### src/rtl/io_port_decoder_if.sv
// ============================================================================
// Module      : io_port_decoder_if
// Description : Data-bus I/O access channel between bus master and decoder.
// Revision    : 1.0 - initial release
// ============================================================================
`default_nettype none

interface io_port_decoder_if;
    logic        data_m_access;
    logic [15:1] data_m_addr;
    logic        data_m_wr_en;
    logic        data_m_ack;
    logic [15:0] data_m_data_in;

    modport master (
        output data_m_access,
        output data_m_addr,
        output data_m_wr_en,
        input  data_m_ack,
        input  data_m_data_in
    );

    modport slave (
        input  data_m_access,
        input  data_m_addr,
        input  data_m_wr_en,
        output data_m_ack,
        output data_m_data_in
    );
endinterface

`default_nettype wire

### src/rtl/io_port_decoder.sv
// ============================================================================
// Module      : io_port_decoder
// Description : Base/mask I/O window decoder with one-hot select, response
//               collection, unmapped-port answer and access timeout.
// Revision    : 1.0 - initial release
// ============================================================================
`default_nettype none

module io_port_decoder #(
    parameter int                        NUM_SLAVES     = 8,
    parameter logic [16*NUM_SLAVES-1:0]  SLAVE_BASE     = '0,
    parameter logic [16*NUM_SLAVES-1:0]  SLAVE_MASK     = '0,
    parameter int                        TIMEOUT_CYCLES = 255,
    parameter logic [15:0]               TIMEOUT_DATA   = 16'hffff,
    parameter logic [15:0]               UNMAPPED_DATA  = 16'h0000
) (
    input  wire logic                     clk,
    input  wire logic                     reset_n,
    io_port_decoder_if.slave              bus,
    output logic [NUM_SLAVES-1:0]         cs,
    input  wire logic [NUM_SLAVES-1:0]    slave_ack,
    input  wire logic [16*NUM_SLAVES-1:0] slave_data,
    output logic                          timeout_err,
    output logic [15:0]                   err_addr,
    input  wire logic                     err_clr
);

    typedef enum logic [1:0] {
        S_IDLE     = 2'd0,
        S_ACTIVE   = 2'd1,
        S_UNMAPPED = 2'd2,
        S_RESP     = 2'd3
    } state_t;

    localparam logic [15:0] c_TIMEOUT_CNT = 16'(TIMEOUT_CYCLES);

    state_t                  r_state;
    logic                    r_prev_resp;
    logic [NUM_SLAVES-1:0]   r_cs;
    logic [15:1]             r_addr;
    logic [15:0]             r_cnt;
    logic                    r_ack;
    logic [15:0]             r_rdata;
    logic                    r_timeout_err;
    logic [15:0]             r_err_addr;

    logic [15:0]             w_addr;
    logic [NUM_SLAVES-1:0]   w_dec;
    logic                    w_sel_ack;
    logic [15:0]             w_sel_data;
    logic                    w_timeout;
    logic                    w_to_fire;
    logic                    w_unused_wr_en;

    assign w_unused_wr_en = bus.data_m_wr_en;
    assign w_addr         = {bus.data_m_addr, 1'b0};

    // Descending scan so the lowest matching slot overwrites any higher one.
    always_comb begin
        w_dec = '0;
        for (int i = NUM_SLAVES - 1; i >= 0; i--) begin
            if ((w_addr & SLAVE_MASK[16*i +: 16]) ==
                (SLAVE_BASE[16*i +: 16] & SLAVE_MASK[16*i +: 16])) begin
                w_dec    = '0;
                w_dec[i] = 1'b1;
            end
        end
    end

    always_comb begin
        w_sel_data = '0;
        for (int i = 0; i < NUM_SLAVES; i++) begin
            if (r_cs[i]) begin
                w_sel_data = w_sel_data | slave_data[16*i +: 16];
            end
        end
    end

    assign w_sel_ack = |(slave_ack & r_cs);
    // r_cnt equals TIMEOUT_CYCLES on the cycle after the full wait window.
    assign w_timeout = (r_cnt == c_TIMEOUT_CNT);
    assign w_to_fire = (r_state == S_ACTIVE) && bus.data_m_access &&
                       !w_sel_ack && w_timeout;

    always_ff @(posedge clk or negedge reset_n) begin
        if (!reset_n) begin
            r_state       <= S_IDLE;
            r_prev_resp   <= 1'b0;
            r_cs          <= '0;
            r_addr        <= '0;
            r_cnt         <= '0;
            r_ack         <= 1'b0;
            r_rdata       <= '0;
            r_timeout_err <= 1'b0;
            r_err_addr    <= '0;
        end else begin
            r_ack       <= 1'b0;
            r_prev_resp <= (r_state == S_RESP);
            case (r_state)
                S_IDLE: begin
                    // The access still held in the cycle after ack is not a new request.
                    if (bus.data_m_access && !r_prev_resp) begin
                        r_addr <= bus.data_m_addr;
                        r_cnt  <= '0;
                        if (|w_dec) begin
                            r_cs    <= w_dec;
                            r_state <= S_ACTIVE;
                        end else begin
                            r_state <= S_UNMAPPED;
                        end
                    end
                end
                S_ACTIVE: begin
                    if (!bus.data_m_access) begin
                        r_cs    <= '0;
                        r_cnt   <= '0;
                        r_state <= S_IDLE;
                    end else if (w_sel_ack) begin
                        r_rdata <= w_sel_data;
                        r_cs    <= '0;
                        r_ack   <= 1'b1;
                        r_state <= S_RESP;
                    end else if (w_timeout) begin
                        r_rdata <= TIMEOUT_DATA;
                        r_cs    <= '0;
                        r_ack   <= 1'b1;
                        r_state <= S_RESP;
                    end else begin
                        r_cnt <= r_cnt + 16'd1;
                    end
                end
                S_UNMAPPED: begin
                    if (!bus.data_m_access) begin
                        r_state <= S_IDLE;
                    end else begin
                        r_rdata <= UNMAPPED_DATA;
                        r_ack   <= 1'b1;
                        r_state <= S_RESP;
                    end
                end
                S_RESP: begin
                    r_cnt   <= '0;
                    r_state <= S_IDLE;
                end
                default: begin
                    r_cs    <= '0;
                    r_state <= S_IDLE;
                end
            endcase

            if (err_clr) begin
                r_timeout_err <= 1'b0;
                r_err_addr    <= '0;
            end else if (w_to_fire) begin
                r_timeout_err <= 1'b1;
                if (!r_timeout_err) begin
                    r_err_addr <= {r_addr, 1'b0};
                end
            end
        end
    end

    assign cs                 = r_cs;
    assign bus.data_m_ack     = r_ack;
    assign bus.data_m_data_in = r_rdata;
    assign timeout_err        = r_timeout_err;
    assign err_addr           = r_err_addr;

endmodule

`default_nettype wire

### src/flat_wrapper.sv
// flat-port wrapper written by rule: the top's interface ports become plain ports
module io_port_decoder_flat 
#(
    parameter int                        NUM_SLAVES     = 8,
    parameter logic [16*NUM_SLAVES-1:0]  SLAVE_BASE     = '0,
    parameter logic [16*NUM_SLAVES-1:0]  SLAVE_MASK     = '0,
    parameter int                        TIMEOUT_CYCLES = 255,
    parameter logic [15:0]               TIMEOUT_DATA   = 16'hffff,
    parameter logic [15:0]               UNMAPPED_DATA  = 16'h0000
)
  (clk, reset_n, cs, slave_ack, slave_data, timeout_err, err_addr, err_clr, bus_data_m_access, bus_data_m_addr, bus_data_m_wr_en, bus_data_m_ack, bus_data_m_data_in);
  io_port_decoder_if bus_i ();
  input  wire logic clk;
  input  wire logic reset_n;
  output logic [NUM_SLAVES-1:0] cs;
  input  wire logic [NUM_SLAVES-1:0] slave_ack;
  input  wire logic [16*NUM_SLAVES-1:0] slave_data;
  output logic timeout_err;
  output logic [15:0] err_addr;
  input  wire logic err_clr;
  input wire logic [$bits(bus_i.data_m_access)-1:0] bus_data_m_access;
  input wire logic [$bits(bus_i.data_m_addr)-1:0] bus_data_m_addr;
  input wire logic [$bits(bus_i.data_m_wr_en)-1:0] bus_data_m_wr_en;
  output wire logic [$bits(bus_i.data_m_ack)-1:0] bus_data_m_ack;
  output wire logic [$bits(bus_i.data_m_data_in)-1:0] bus_data_m_data_in;
  assign bus_i.data_m_access = bus_data_m_access;
  assign bus_i.data_m_addr = bus_data_m_addr;
  assign bus_i.data_m_wr_en = bus_data_m_wr_en;
  assign bus_data_m_ack = bus_i.data_m_ack;
  assign bus_data_m_data_in = bus_i.data_m_data_in;
  io_port_decoder #(.NUM_SLAVES(NUM_SLAVES), .SLAVE_BASE(SLAVE_BASE), .SLAVE_MASK(SLAVE_MASK), .TIMEOUT_CYCLES(TIMEOUT_CYCLES), .TIMEOUT_DATA(TIMEOUT_DATA), .UNMAPPED_DATA(UNMAPPED_DATA)) u_core (.clk(clk), .reset_n(reset_n), .bus(bus_i), .cs(cs), .slave_ack(slave_ack), .slave_data(slave_data), .timeout_err(timeout_err), .err_addr(err_addr), .err_clr(err_clr));
endmodule
### config.mk
export PLATFORM = sky130hd
export DESIGN_NAME = io_port_decoder_flat
export DESIGN_NICKNAME = d
export VERILOG_FILES = /design/src/rtl/io_port_decoder_if.sv /design/src/rtl/io_port_decoder.sv /design/src/flat_wrapper.sv
export SDC_FILE = /design/constraint.sdc
export NUM_CORES = 1
export LEC_CHECK = 0
export BUFFER_PORTS_ARGS = -buffer_cell sky130_fd_sc_hd__buf_2
export CAP_MARGIN = 10
export CORE_ASPECT_RATIO = 0.8
export CORE_MARGIN = 1.5
export CORE_UTILIZATION = 30
export DETAILED_ROUTE_END_ITERATION = 16
export HOLD_SLACK_MARGIN = 0.06
export PLACE_DENSITY = 0.65
export SYNTH_ARGS = -nofsm -noshare
export SYNTH_HDL_FRONTEND = slang
export SYNTH_SLANG_ARGS = --single-unit
### constraint.sdc
create_clock -name clk -period 3.7 [get_ports clk]
set_input_delay 0.37 -clock clk [delete_from_list [all_inputs] [get_ports clk]]
set_output_delay 0.37 -clock clk [all_outputs]
set_load 0.01 [all_outputs]
==> impl_metrics.ini, run 1 <==
[placed_design]
dp_slack_ps = 1103
dpl.hpwl_mm = 5.676
portBuffers = 69
place_congestion = 0.8190

[sta]
clock_skew_ps = 4.605
min_period_over_period = 0.7106
min_period_ps = 2629
tightest_slew_ps = 1108
slew_viol_final = 0
slew_headroom = 0.2606
setup_tns_ps = 0
clock.fmax_mhz = 380.3
setup_violations = 0
rsz0062_at_grt = no
fin_ws_ps = 1071
finalHoldViolations = 0

[clock_network]
postCtsResizedCells = 0
htree_levels = 3
path_clk_slew_ps = 50
clockRootBuffer = clkbuf_16
cts_buffers = 9
cts_setup_buffers = 0
tritoncts = done
cts.sinks = 68
cts_buffer_depth = 2
clk_latency_ps = 330
ctsHoldBuffers = 0

[global_route]
grt_overflow = 0
grt_usage = 0.1473
grt_pass1_wl_mm = 13.90
grt_pass1_vias = 2803
antenna_found_initial = 0
grt_start_max_net_pins = 34

[floorplanning]
core-area_mm2 = 0.01102
io_pins = 198
die_w_um = 122.8
rows = 34
die-area_mm2 = 0.01214
start_util = 0.3127
die_y_um = 98.86

[critical_path]
slowest_stage = or4_1
startpoint_type = flop
crit_path_max_fanout = 17
required_ps = 3950
max_stage_delay_ps = 680
reg2reg_depth = 6
cp-end-kind = flop
path_cells = or4_1 > or4_1 > buf_4 > a31oi_4 > buf_4 > mux2i_1
critPathArrivalTime_ps = 2880
critical_path_class = reg2reg

[final_layout]
diodes = 0
fin_util = 0.3811
fillers = 1089
drive_gt1_frac = 0.2730
fin_nets = 559
flow.area_growth_from_synthesis_pct = 21.86
mostFrequentLayoutCells = buf_2, dfrtp_1, inv_1
seqCellArea_mm2 = 0.001702
multi_input_area_mm2 = 0.001529
layout_commonest_cell = buf_2

[detailed_routing]
drt-vias-per-instance = 5.234
first_pass_iters = 4
antenna_left = 0
drt_wl_total_mm = 8.372
drc_errors = 0
via_count = 2863
dr.first_iter.drc_count = 93
wl_per_cell_um = 15.31

[pwr]
ir_drop_v = 0.0002800
power_leakage_nw = 1.960
power.density_mw_per_mm2 = 658.4

[synthesis]
synth_edf_count = 0
syn_area_mm2 = 0.003446
yosys.cell_types.count = 47
avgSynthCellArea_um2 = 10.29
ys_async_sr_fraction = 1.000
ys.flop_type = dfrtp_1
synth_warnings = 0
ys_ff_latch = 68
synth_cells = 335
yosysSeqAreaShare = 0.4938

[worst_hold_path]
hold_class = in2async

[outcome]
status = finished clean

[run]
drv_cap = 0
## cell families (layout without fill, tap and decap cells)
logic type	count (synthesis)	after routing	synth area share
simple gates	91	91	0.1471
compound gates	84	84	0.1689
flops	68	68	0.4938
buf+inv	54	115	0.07262
mux	32	32	0.09840
fa+ha+maj	5	5	0.01816
other cells	1	8	0.001088
## worst paths after layout
path / slack, ps / to / from
max: 1070 / u_core.bus.data_m_data_in[4] / u_core.r_cnt[13]
min: 90 / u_core.r_addr[2] / reset_n
max reg2reg: 1070 / u_core.bus.data_m_data_in[4] / u_core.r_cnt[13]
min reg2reg: 500 / u_core.r_addr[11] / u_core.r_addr[11]
max in group asynchronous: 2830 / u_core.bus.data_m_data_in[1] / reset_n
min in group clk: 260 / u_core.r_addr[9] / bus_data_m_addr[8]
## report_power, final
group	total [mW]	internal [mW]	switching [mW]
clock	0.856	0.555	0.301
sequential	1.02	0.921	0.0996
combinational	0.887	0.371	0.516
## sequential cells by signal, indices dropped and copies added, names as in the netlist
register and count:
u_core.bus.data_m_data_in 16, u_core.err_addr 15, u_core.r_cnt 16, u_core.cs 1, u_core.r_state 2, u_core.timeout_err 1
u_core.bus.data_m_ack 1, u_core.r_prev_resp 1, u_core.r_addr 15
## per-layer routing
metal	up-vias	GRT usage	wire length (um)
li1	1355	-	-
met1	1387	0.1921	3658
met2	111	0.2303	3950
met3	10	0.05035	651
met4	0	0.04472	112
met5	-	0	0
## metrics by stage
stage,instances,hold slack [ps],power (mW),area (um^2)
floorplan,342,74.41,1.689,3472
CTS,547,109.1,2.801,4199
global placement,531,453.9,1.891,3895
finish,547,90.57,2.765,4199
global route,547,152.5,2.955,4199
detailed placement,531,461.7,1.927,3895
## critical path: cells and delay by family, from the launching register on
kind / cells / cell delay [ps]
simple gates: 2 / 1120
buf+inv: 2 / 540
flops: 1 / 430
mux: 1 / 240
compound gates: 1 / 190
## area by class of cell
cell class	instances	share of cell area
clock buffer	12	0.06108
clock inverter	4	0.01132
inverter	23	0.02056
multi-input combinational	220	0.3641
sequential	68	0.4052
tap	144	0.04291
timing repair buffer	76	0.09476
## synthesized netlist by cell type, drive strengths merged (3+ instances only)
| master | instances | area, um^2 |
|---|---|---|
| a21o | 3 | 22.52 |
| nand2 | 20 | 75.07 |
| nand3 | 14 | 70.07 |
| nand4 | 20 | 125.1 |
| nor2 | 9 | 33.78 |
| and2 | 3 | 18.77 |
| mux2i | 17 | 170.2 |
| o41ai | 4 | 35.03 |
| buf | 11 | 88.83 |
| or4 | 12 | 93.84 |
| ha | 5 | 62.56 |
| o211ai | 8 | 60.06 |
| mux2 | 15 | 168.9 |
| o31ai | 15 | 112.6 |
| dfrtp | 68 | 1702 |
| inv | 23 | 86.33 |
| a21oi | 17 | 85.08 |
| o21ai | 19 | 95.09 |
| clkbuf | 20 | 75.07 |
| or3 | 3 | 18.77 |
| a211o | 3 | 26.28 |
No activity file was read; power rests on OpenSTA's default activity.
==> run 2, diff against run 1 <==
--- a/config.mk
+++ b/config.mk
@@ -12,7 +12,7 @@
 export CORE_UTILIZATION = 30
 export DETAILED_ROUTE_END_ITERATION = 16
 export HOLD_SLACK_MARGIN = 0.06
-export PLACE_DENSITY = 0.65
+export PLACE_DENSITY = 0.68
 export SYNTH_ARGS = -nofsm -noshare
 export SYNTH_HDL_FRONTEND = slang
 export SYNTH_SLANG_ARGS = --single-unit
==> constraint.sdc (replaced) <==
create_clock -name clk -period 2.1 [get_ports clk]
set_input_delay 0.21 -clock clk [delete_from_list [all_inputs] [get_ports clk]]
set_output_delay 0.21 -clock clk [all_outputs]
set_load 0.01 [all_outputs]
==> run 2 against run 1 <==
Effect of this change: the run now ends with setup timing left; worst setup slack worse by 1200 ps; global-route usage is 0.72 points higher; non-clock buffer count is 31 higher; maximum frequency is 17% higher; flip-flop and latch count stayed put; utilization is 4.2 points higher.
==> impl_metrics.ini, run 2 (same netlist as run 1, synthesis figures left out) <==
[clock_network]
cts_buffers = 9
cts.sinks = 68
clockRootBuffer = clkbuf_16
clk_latency_ps = 340
path_clk_slew_ps = 50
htree_levels = 3
cts_buffer_depth = 2
tritoncts = done

[final_layout]
layout_commonest_cell = buf_2
fin_nets = 590
finish.instance_area_mm2 = 0.004666
fillers = 1039
multi_input_area_mm2 = 0.001677
flow.area_growth_from_synthesis_pct = 35.40
seqCellArea_mm2 = 0.001702
stdcell_count = 578
mostFrequentLayoutCells = buf_2, dfrtp_1, buf_4
fin_util = 0.4235
diodes = 0
drive_gt1_frac = 0.3687

[floorplanning]
rows = 34
start_util = 0.3127
die_y_um = 98.86
die_w_um = 122.8
core-area_mm2 = 0.01102
die-area_mm2 = 0.01214
io_pins = 198

[global_route]
grt_usage = 0.1546
grt_start_max_net_pins = 30
grt_overflow = 0
antenna_found_initial = 0
grt_pass1_vias = 2953
grt_pass1_wl_mm = 14.47

[worst_hold_path]
hold_class = in2reg

[pwr]
power_leakage_nw = 2.161
power.density_mw_per_mm2 = 1143
ir_drop_v = 0.0007413

[sta]
rsz0062_at_grt = yes
min_period_over_period = 1.067
slew_viol_final = 0
setup_violations = 27
tightest_slew_ps = 648.1
clock.fmax_mhz = 446.2
fin_ws_ps = -141.2
slew_headroom = 0.5679
setup_tns_ps = -2168
min_period_ps = 2241
clock_skew_ps = 6.566
finalHoldViolations = 0

[detailed_routing]
dr.first_iter.drc_count = 171
drt_wl_total_mm = 8.863
first_pass_iters = 4
wl_per_cell_um = 15.33
drt-vias-per-instance = 5.035
drc_errors = 0
via_count = 2910
antenna_left = 0

[placed_design]
dpl_cell_area_mm2 = 0.004116
portBuffers = 69
dpl.hpwl_mm = 6.005
place_congestion = 0.8038
placed_cells = 555
dp_slack_ps = -114.0

[critical_path]
cp-end-kind = flop
critical_path_class = reg2reg
critPathArrivalTime_ps = 2500
slowest_stage = or4_4
crit_top_cell = or4_4
required_ps = 2360
max_stage_delay_ps = 570
path_cells = or4_4 > or4_4 > a31oi_4 > clkbuf_16 > mux2i_1
worst-path-buf-inv = 1
startpoint_type = flop
critPathTopFamily = simple AND/OR/NAND/NOR gates
crit_path_max_fanout = 8

[run]
drv_cap = 0

[outcome]
status = finished with violations
violations = setup timing
run 2: final cells by class:
type / instances / share of cell area
Clock inverter: 4 / 0.01555
Inverter: 23 / 0.01850
Sequential cell: 68 / 0.3647
Tap cell: 144 / 0.03862
Multi-Input combinational cell: 220 / 0.3593
Clock buffer: 12 / 0.05283
Timing Repair Buffer: 107 / 0.1504
run 2: per-stage QoR:
stage | hold WS (ps) | total power [mW]
floorplan | -85.59 | 2.977
finish | 97.62 | 5.331
global route | 96.27 | 5.634
detailed placement | 267.6 | 3.548
CTS | 92.58 | 5.212
global placement | 256.5 | 3.472
run 2: worst reg2reg max path, delay by kind of cell (launching register included):
family                 cells  cell delay (ps)
AO/OA/AOI/OAI              1              250
multiplexers               1              190
AND/OR/NAND/NOR            2             1130
buffers and inverters      1              220
flip-flops                 1              390
run 2: path summary, 6_finish.rpt:
kind	from	end	slack (ps)	depth (start not counted)
setup / recovery	u_core.r_cnt[10]	u_core.bus.data_m_data_in[15]	-140	5
hold / removal	bus_data_m_addr[10]	u_core.r_addr[11]	100	2
setup reg to reg	u_core.r_cnt[10]	u_core.bus.data_m_data_in[15]	-140	5
hold reg to reg	u_core.r_addr[5]	u_core.r_addr[5]	510	1
max in group asynchronous	reset_n	u_core.bus.data_m_data_in[2]	1020	3
min in group asynchronous	reset_n	u_core.err_addr[4]	440	2
run 2: power breakdown:
part	switching (mW)	internal, mW
clock	0.562	1.07
sequential	0.181	1.62
combinational	1.03	0.868
run 2: what timing repair did:
item | 4_1_cts | 5_1_grt
gates resized for setup | 16 | 13
endpoints found under the setup margin | 35 | 40
hold buffers | 1 | 0
cloned | 0 | 2
setup buffers | 0 | 4
pin swaps | 0 | 6
hold endpoints to repair | 26 | 0
run 2: layer usage:
metal | up-vias | wire length [um] | track usage
met4 | 0 | 131 | 0.05546
met5 | - | 0 | 0
met2 | 83 | 4090 | 0.2389
met1 | 1395 | 4061 | 0.2013
li1 | 1420 | - | -
met3 | 12 | 580 | 0.05150
